[src/rtl/clk_wiz_pkg.sv]
// clk_wiz_pkg: shared defaults and helpers for the clock wizard and its probe capture.
package clk_wiz_pkg;
    localparam int DIV_DEF  = 2;
    localparam int LOCK_DEF = 16;
    localparam int PW_DEF   = 32;
    localparam int SCW      = 16;

    function automatic logic [SCW-1:0] sat_inc(input logic [SCW-1:0] v);
        return &v ? v : v + 1'b1;
    endfunction
endpackage

[src/rtl/clk_wiz_if.sv]
// clk_wiz_if: divided clock, lock status and probe capture signals of clk_wiz.
interface clk_wiz_if
    import clk_wiz_pkg::*;
#(
    parameter int PW = PW_DEF
);
    logic           w_clk2;
    logic           w_locked;
    logic [PW-1:0]  w_probe_in;
    logic           w_chg_clr;
    logic [PW-1:0]  w_probe_q;
    logic           w_probe_chg;
    logic [SCW-1:0] w_sample_cnt;

    modport master (
        output w_probe_in, w_chg_clr,
        input  w_clk2, w_locked, w_probe_q, w_probe_chg, w_sample_cnt
    );
    modport slave (
        input  w_probe_in, w_chg_clr,
        output w_clk2, w_locked, w_probe_q, w_probe_chg, w_sample_cnt
    );
endinterface

[src/rtl/clk_wiz_div_lock.sv]
// clk_div_lock: 50% duty divider plus lock counter; strobe marks the edge where w_clk2 rises.
module clk_div_lock #(
    parameter int DIV         = 2,
    parameter int LOCK_CYCLES = 16
) (
    input  logic w_clk,
    input  logic w_rst,
    output logic w_clk2,
    output logic strobe,
    output logic w_locked
);
    localparam int CW = $clog2(DIV);
    localparam int LW = $clog2(LOCK_CYCLES + 1);

    logic [CW-1:0] div_cnt, div_nxt;
    logic [LW-1:0] lock_cnt, lock_nxt;

    always_comb begin
        strobe   = div_cnt == CW'(DIV - 1);
        div_nxt  = strobe ? '0 : div_cnt + 1'b1;
        lock_nxt = (strobe && lock_cnt != LW'(LOCK_CYCLES)) ? lock_cnt + 1'b1 : lock_cnt;
    end

    always_ff @(posedge w_clk or posedge w_rst) begin
        if (w_rst) begin
            div_cnt  <= '0;
            lock_cnt <= '0;
            w_clk2   <= 1'b0;
            w_locked <= 1'b0;
        end else begin
            div_cnt  <= div_nxt;
            lock_cnt <= lock_nxt;
            w_clk2   <= div_nxt < CW'(DIV / 2);
            w_locked <= w_locked | (lock_nxt == LW'(LOCK_CYCLES));
        end
    end
endmodule

[src/rtl/clk_wiz.sv]
// clk_wiz: divided clock with lock indication and a debug probe captured on each rising w_clk2.
module clk_wiz
    import clk_wiz_pkg::*;
#(
    parameter int DIV         = DIV_DEF,
    parameter int LOCK_CYCLES = LOCK_DEF,
    parameter int PW          = PW_DEF
) (
    input logic      w_clk,
    input logic      w_rst,
    clk_wiz_if.slave bus
);
    logic strobe, cap;

    clk_div_lock #(.DIV(DIV), .LOCK_CYCLES(LOCK_CYCLES)) u_div (
        .w_clk    (w_clk),
        .w_rst    (w_rst),
        .w_clk2   (bus.w_clk2),
        .strobe   (strobe),
        .w_locked (bus.w_locked)
    );

    // captures only start on the strobe after lock was already registered
    assign cap = strobe & bus.w_locked;

    always_ff @(posedge w_clk or posedge w_rst) begin
        if (w_rst) begin
            bus.w_probe_q    <= '0;
            bus.w_probe_chg  <= 1'b0;
            bus.w_sample_cnt <= '0;
        end else begin
            if (cap) begin
                bus.w_probe_q    <= bus.w_probe_in;
                bus.w_sample_cnt <= sat_inc(bus.w_sample_cnt);
            end
            bus.w_probe_chg <= (cap && bus.w_probe_in != bus.w_probe_q) | (bus.w_probe_chg & ~bus.w_chg_clr);
        end
    end
endmodule

[src/flat_wrapper.sv]
// flat-port wrapper written by rule: the top's interface ports become plain ports
module clk_wiz_flat import clk_wiz_pkg::*;
#(
    parameter int DIV         = DIV_DEF,
    parameter int LOCK_CYCLES = LOCK_DEF,
    parameter int PW          = PW_DEF
)
  (w_clk, w_rst, bus_w_probe_in, bus_w_chg_clr, bus_w_clk2, bus_w_locked, bus_w_probe_q, bus_w_probe_chg, bus_w_sample_cnt);
  clk_wiz_if #(.PW(PW)) bus_i ();
  input logic w_clk;
  input logic w_rst;
  input wire logic [$bits(bus_i.w_probe_in)-1:0] bus_w_probe_in;
  input wire logic [$bits(bus_i.w_chg_clr)-1:0] bus_w_chg_clr;
  output wire logic [$bits(bus_i.w_clk2)-1:0] bus_w_clk2;
  output wire logic [$bits(bus_i.w_locked)-1:0] bus_w_locked;
  output wire logic [$bits(bus_i.w_probe_q)-1:0] bus_w_probe_q;
  output wire logic [$bits(bus_i.w_probe_chg)-1:0] bus_w_probe_chg;
  output wire logic [$bits(bus_i.w_sample_cnt)-1:0] bus_w_sample_cnt;
  assign bus_i.w_probe_in = bus_w_probe_in;
  assign bus_i.w_chg_clr = bus_w_chg_clr;
  assign bus_w_clk2 = bus_i.w_clk2;
  assign bus_w_locked = bus_i.w_locked;
  assign bus_w_probe_q = bus_i.w_probe_q;
  assign bus_w_probe_chg = bus_i.w_probe_chg;
  assign bus_w_sample_cnt = bus_i.w_sample_cnt;
  clk_wiz #(.DIV(DIV), .LOCK_CYCLES(LOCK_CYCLES), .PW(PW)) u_core (.w_clk(w_clk), .w_rst(w_rst), .bus(bus_i));
endmodule
[config.mk]
export PLATFORM = sky130hd
export DESIGN_NAME = clk_wiz_flat
export DESIGN_NICKNAME = d
export VERILOG_FILES = /design/src/rtl/clk_wiz_pkg.sv /design/src/rtl/clk_wiz_if.sv /design/src/rtl/clk_wiz_div_lock.sv /design/src/rtl/clk_wiz.sv /design/src/flat_wrapper.sv
export SDC_FILE = /design/constraint.sdc
export NUM_CORES = 1
export LEC_CHECK = 0
export CAP_MARGIN = 20
export CORE_ASPECT_RATIO = 1.2
export CORE_MARGIN = 1
export CORE_UTILIZATION = 50
export DETAILED_ROUTE_END_ITERATION = 10
export HOLD_SLACK_MARGIN = 0.03
export PLACE_DENSITY_LB_ADDON = 0.3
export RECOVER_POWER = 50
export SLEW_MARGIN = 20
export SYNTH_ARGS = -nofsm -noshare
export SYNTH_HDL_FRONTEND = slang
export SYNTH_SLANG_ARGS = --single-unit
[constraint.sdc]
create_clock -name w_clk -period 5.15 [get_ports w_clk]
set_input_delay 1.03 -clock w_clk [delete_from_list [all_inputs] [get_ports w_clk]]
set_output_delay 1.03 -clock w_clk [all_outputs]
set_load 0.02 [all_outputs]
==> results.toml <==
[placed_design]
dp_hpwl_microns = 4170
dpl_cell_area_sq_um = 3610
gp_congestion = 0.762
io_buffers = 85
place_ws_ns = 2.46

[cells_and_area]
areaGrowthSynthToFinish_pct = 39.0
drive_gt1_share_pct = 16.3
num_antenna_cells = 0
fillers = 367
fin_area_sq_um = 3740
layout.nets = 341

[status]
violations = "capacitance limit"
status = "complete, but fails checks"

[synthesis]
ys_warn_count = 0
synth_cell_type_count = 30
synth_fp_nets = 247
async_reset_ff_share_pct = 100
netlist_area_sq_um = 2690
synth_cells = 209
synth-edff-count = 0
ys_ff_latch = 57
yosysMostFrequentCell = "dfrtp_1"
syn-mean-instance-area_sq_um = 12.9
synth_top_area_share_pct = 53.0
ys_seq_area_share_pct = 53.0
ys_top_cells_by_area = "dfrtp_1, mux2_2, xor2_1, xnor2_1, nor4_1"
synth_common_cells = "dfrtp_1, xor2_1, mux2_2"
synth_top_area_cell = "dfrtp_1"
synth_flop_cell = "dfrtp_1"

[setup_path]
worst_ep_required_time_ns = 5.40
crit_path_max_incr_delay_ns = 0.87
crit_arrival_ns = 2.75
crit_fanout = 35
reg2reg_to = "u_core.bus.w_sample_cnt[13]$_DFFE_PP0P_"
reg2reg_from = "u_core.u_div.strobe$_DFF_PP0_"
end_kind = "register"
crit_path_start_kind = "register"
cp_cell_sequence = "nand2_1 -> nor2_2 -> nand3_1 -> nor2_1 -> xor2_1"
path_class = "register to register"
slowest_stage = "nand2_1"
reg2reg_slack_ns = 2.65
reg2regPathDepth = 5

[sta]
setup_violations = 0
relSlewSlack_pct = 1.94
rsz0062_at_grt = "false"
worst_pin_slew_ns = 1.47
fin_setup_tns_ns = 0
fin_crit_ns = 2.50
timing.final.hold_violations = 0
fin_crit_sh_pct = 48.5
clock.fmax_mhz = 400
finalMaxSlewViolations = 0
finalWorstSetupSlack_ns = 2.65
fin_skew_ns = 0.00525

[pwr]
p_leak_nw = 1.63
irDropWorstVdd_mv = 0.175
cellPowerDensity_nw_per_um2 = 262
finalPower_w = 0.000978

[floorplanning]
core-area_sq_um = 5040
die_h_microns = 82.4
die_width_microns = 69.0
dieArea_sq_um = 5680
start_util_pct = 53.3
rows = 28
io_pins = 86

[global_route]
grtUsageMet3_pct = 7.69
antenna_found_initial = 0
use_met1_pct = 25.1
grt_pass1_wl_microns = 8960
grt_max_degree = 58
grt.total_usage_pct = 22.8
use_met2_pct = 39.0
first_global_vias = 1889
grt_overflow = 0
busiest_layer = "met2"

[cts]
clkLatencyLatePin_ns = 0.33
clk_pin_slew_worst_paths_ns = 0.06
cts-buffers-inserted = 9
tritoncts = "done"
cts_setup_buffers = 0
htree_num_levels = 3
cts-root-buf = "clkbuf_8"
cts_resized = 0
cts_buffer_depth = 2
cts_hold_buffers = 0
clock_sinks = 57

[routing]
postRouteAntennaNets = 0
vias = 1921
drc = 0
firstDrtPassIters = 4
drt_wl_total_microns = 5760
wire_per_inst_microns = 15.7
drtIter0Drc = 54
vias_per_cell = 5.23

[min_path]
hold_path_class = "register to register"
min_to = "u_core.bus.w_sample_cnt[5]$_DFFE_PP0P_"
hold_depth = 1
hold_path.startpoint = "u_core.bus.w_sample_cnt[5]$_DFFE_PP0P_"

[flow_run]
cap_violations = 1
per-layer routing:
| metal | wire length (microns) | vias to the layer above |
|---|---|---|
| li1 | - | 917 |
| met1 | 2320 | 935 |
| met2 | 2950 | 59 |
| met3 | 407 | 10 |
| met4 | 76 | 0 |
| met5 | 0 | - |
report_power, final:
part           internal [W]  switching, W  leakage (nW)
Sequential         0.000461     0.0000116         0.701
Clock              0.000218      0.000170        0.0929
Combinational     0.0000653     0.0000523         0.840
Total              0.000745      0.000234          1.63
registers in the layout, summed over array words and instances, names as in the netlist:
register                 count
u_core.bus.w_probe_q        32
u_core.bus.w_sample_cnt     16
u_core.u_div.lock_cnt        5
u_core.bus.w_probe_chg       1
u_core.u_div.strobe          1
u_core.u_div.w_clk2          1
u_core.u_div.w_locked        1
cells in the final DEF (no fill, tap or decap), types with 5 or more instances in the layout:
| cell type | count |
|---|---|
| nor4_1 | 8 |
| mux2_2 | 32 |
| nand4_1 | 8 |
| clkbuf_8 | 9 |
| xnor2_1 | 8 |
| nor2_1 | 8 |
| xor2_1 | 42 |
| nand2_1 | 8 |
| inv_1 | 6 |
| clkdlybuf4s50_1 | 84 |
| nand3_1 | 5 |
| dfrtp_1 | 57 |
worst max path at each step:
| stage | startpoint | end | slack [ns] | depth (start not counted) |
|---|---|---|---|---|
| finish | u_core.u_div.strobe$_DFF_PP0_ | u_core.bus.w_sample_cnt[13]$_DFFE_PP0P_ | 2.65 | 5 |
| global route | u_core.u_div.strobe$_DFF_PP0_ | u_core.bus.w_sample_cnt[9]$_DFFE_PP0P_ | 2.36 | 5 |
| CTS | u_core.bus.w_sample_cnt[6]$_DFFE_PP0P_ | bus_w_sample_cnt[6] | 2.64 | 1 |
| detailed placement | bus_w_probe_in[22] | u_core.bus.w_probe_chg$_DFF_PP0_ | 2.46 | 6 |
| global placement | bus_w_probe_in[28] | u_core.bus.w_probe_chg$_DFF_PP0_ | 2.50 | 6 |
| floorplan | w_rst | u_core.bus.w_probe_chg$_DFF_PP0_ | 2.72 | 1 |
critical path, delay by kind of cell, from the launching register on:
kind / cells / cell delay, ns
XOR/XNOR: 1 / 0.17
flip-flops: 1 / 0.45
AND/OR/NAND/NOR: 4 / 1.80
stage by stage:
| stage | cells | hold WS [ns] | util [%] |
|---|---|---|---|
| 6_report | 367 | 0.493 | 74.2 |
| 4_1_cts | 367 | 0.499 | 75.0 |
| 5_1_grt | 367 | 0.516 | 74.2 |
| 3_3_place_gp | 352 | 0.482 | 71.6 |
| 3_5_place_dp | 352 | 0.490 | 71.6 |
| 2_1_floorplan | 209 | 0.466 | - |
area by class of cell:
type / count / area, sq um / area share [%]
clock buffer: 11 / 131 / 3.51
inverter: 7 / 26.3 / 0.702
multi-input combinational: 142 / 1180 / 31.5
tap: 60 / 75.1 / 2.01
clock inverter: 4 / 45.0 / 1.20
sequential: 57 / 1430 / 38.1
timing repair buffer: 86 / 858 / 22.9
cell families after synthesis:
family | share of synthesized area, %
flops | 53.0
xor+xnor | 16.3
simple gates | 11.3
mux | 14.4
buf+inv | 1.53
compound gates | 2.14
fa+ha+maj | 1.39
(Power assumes the default switching activity.)
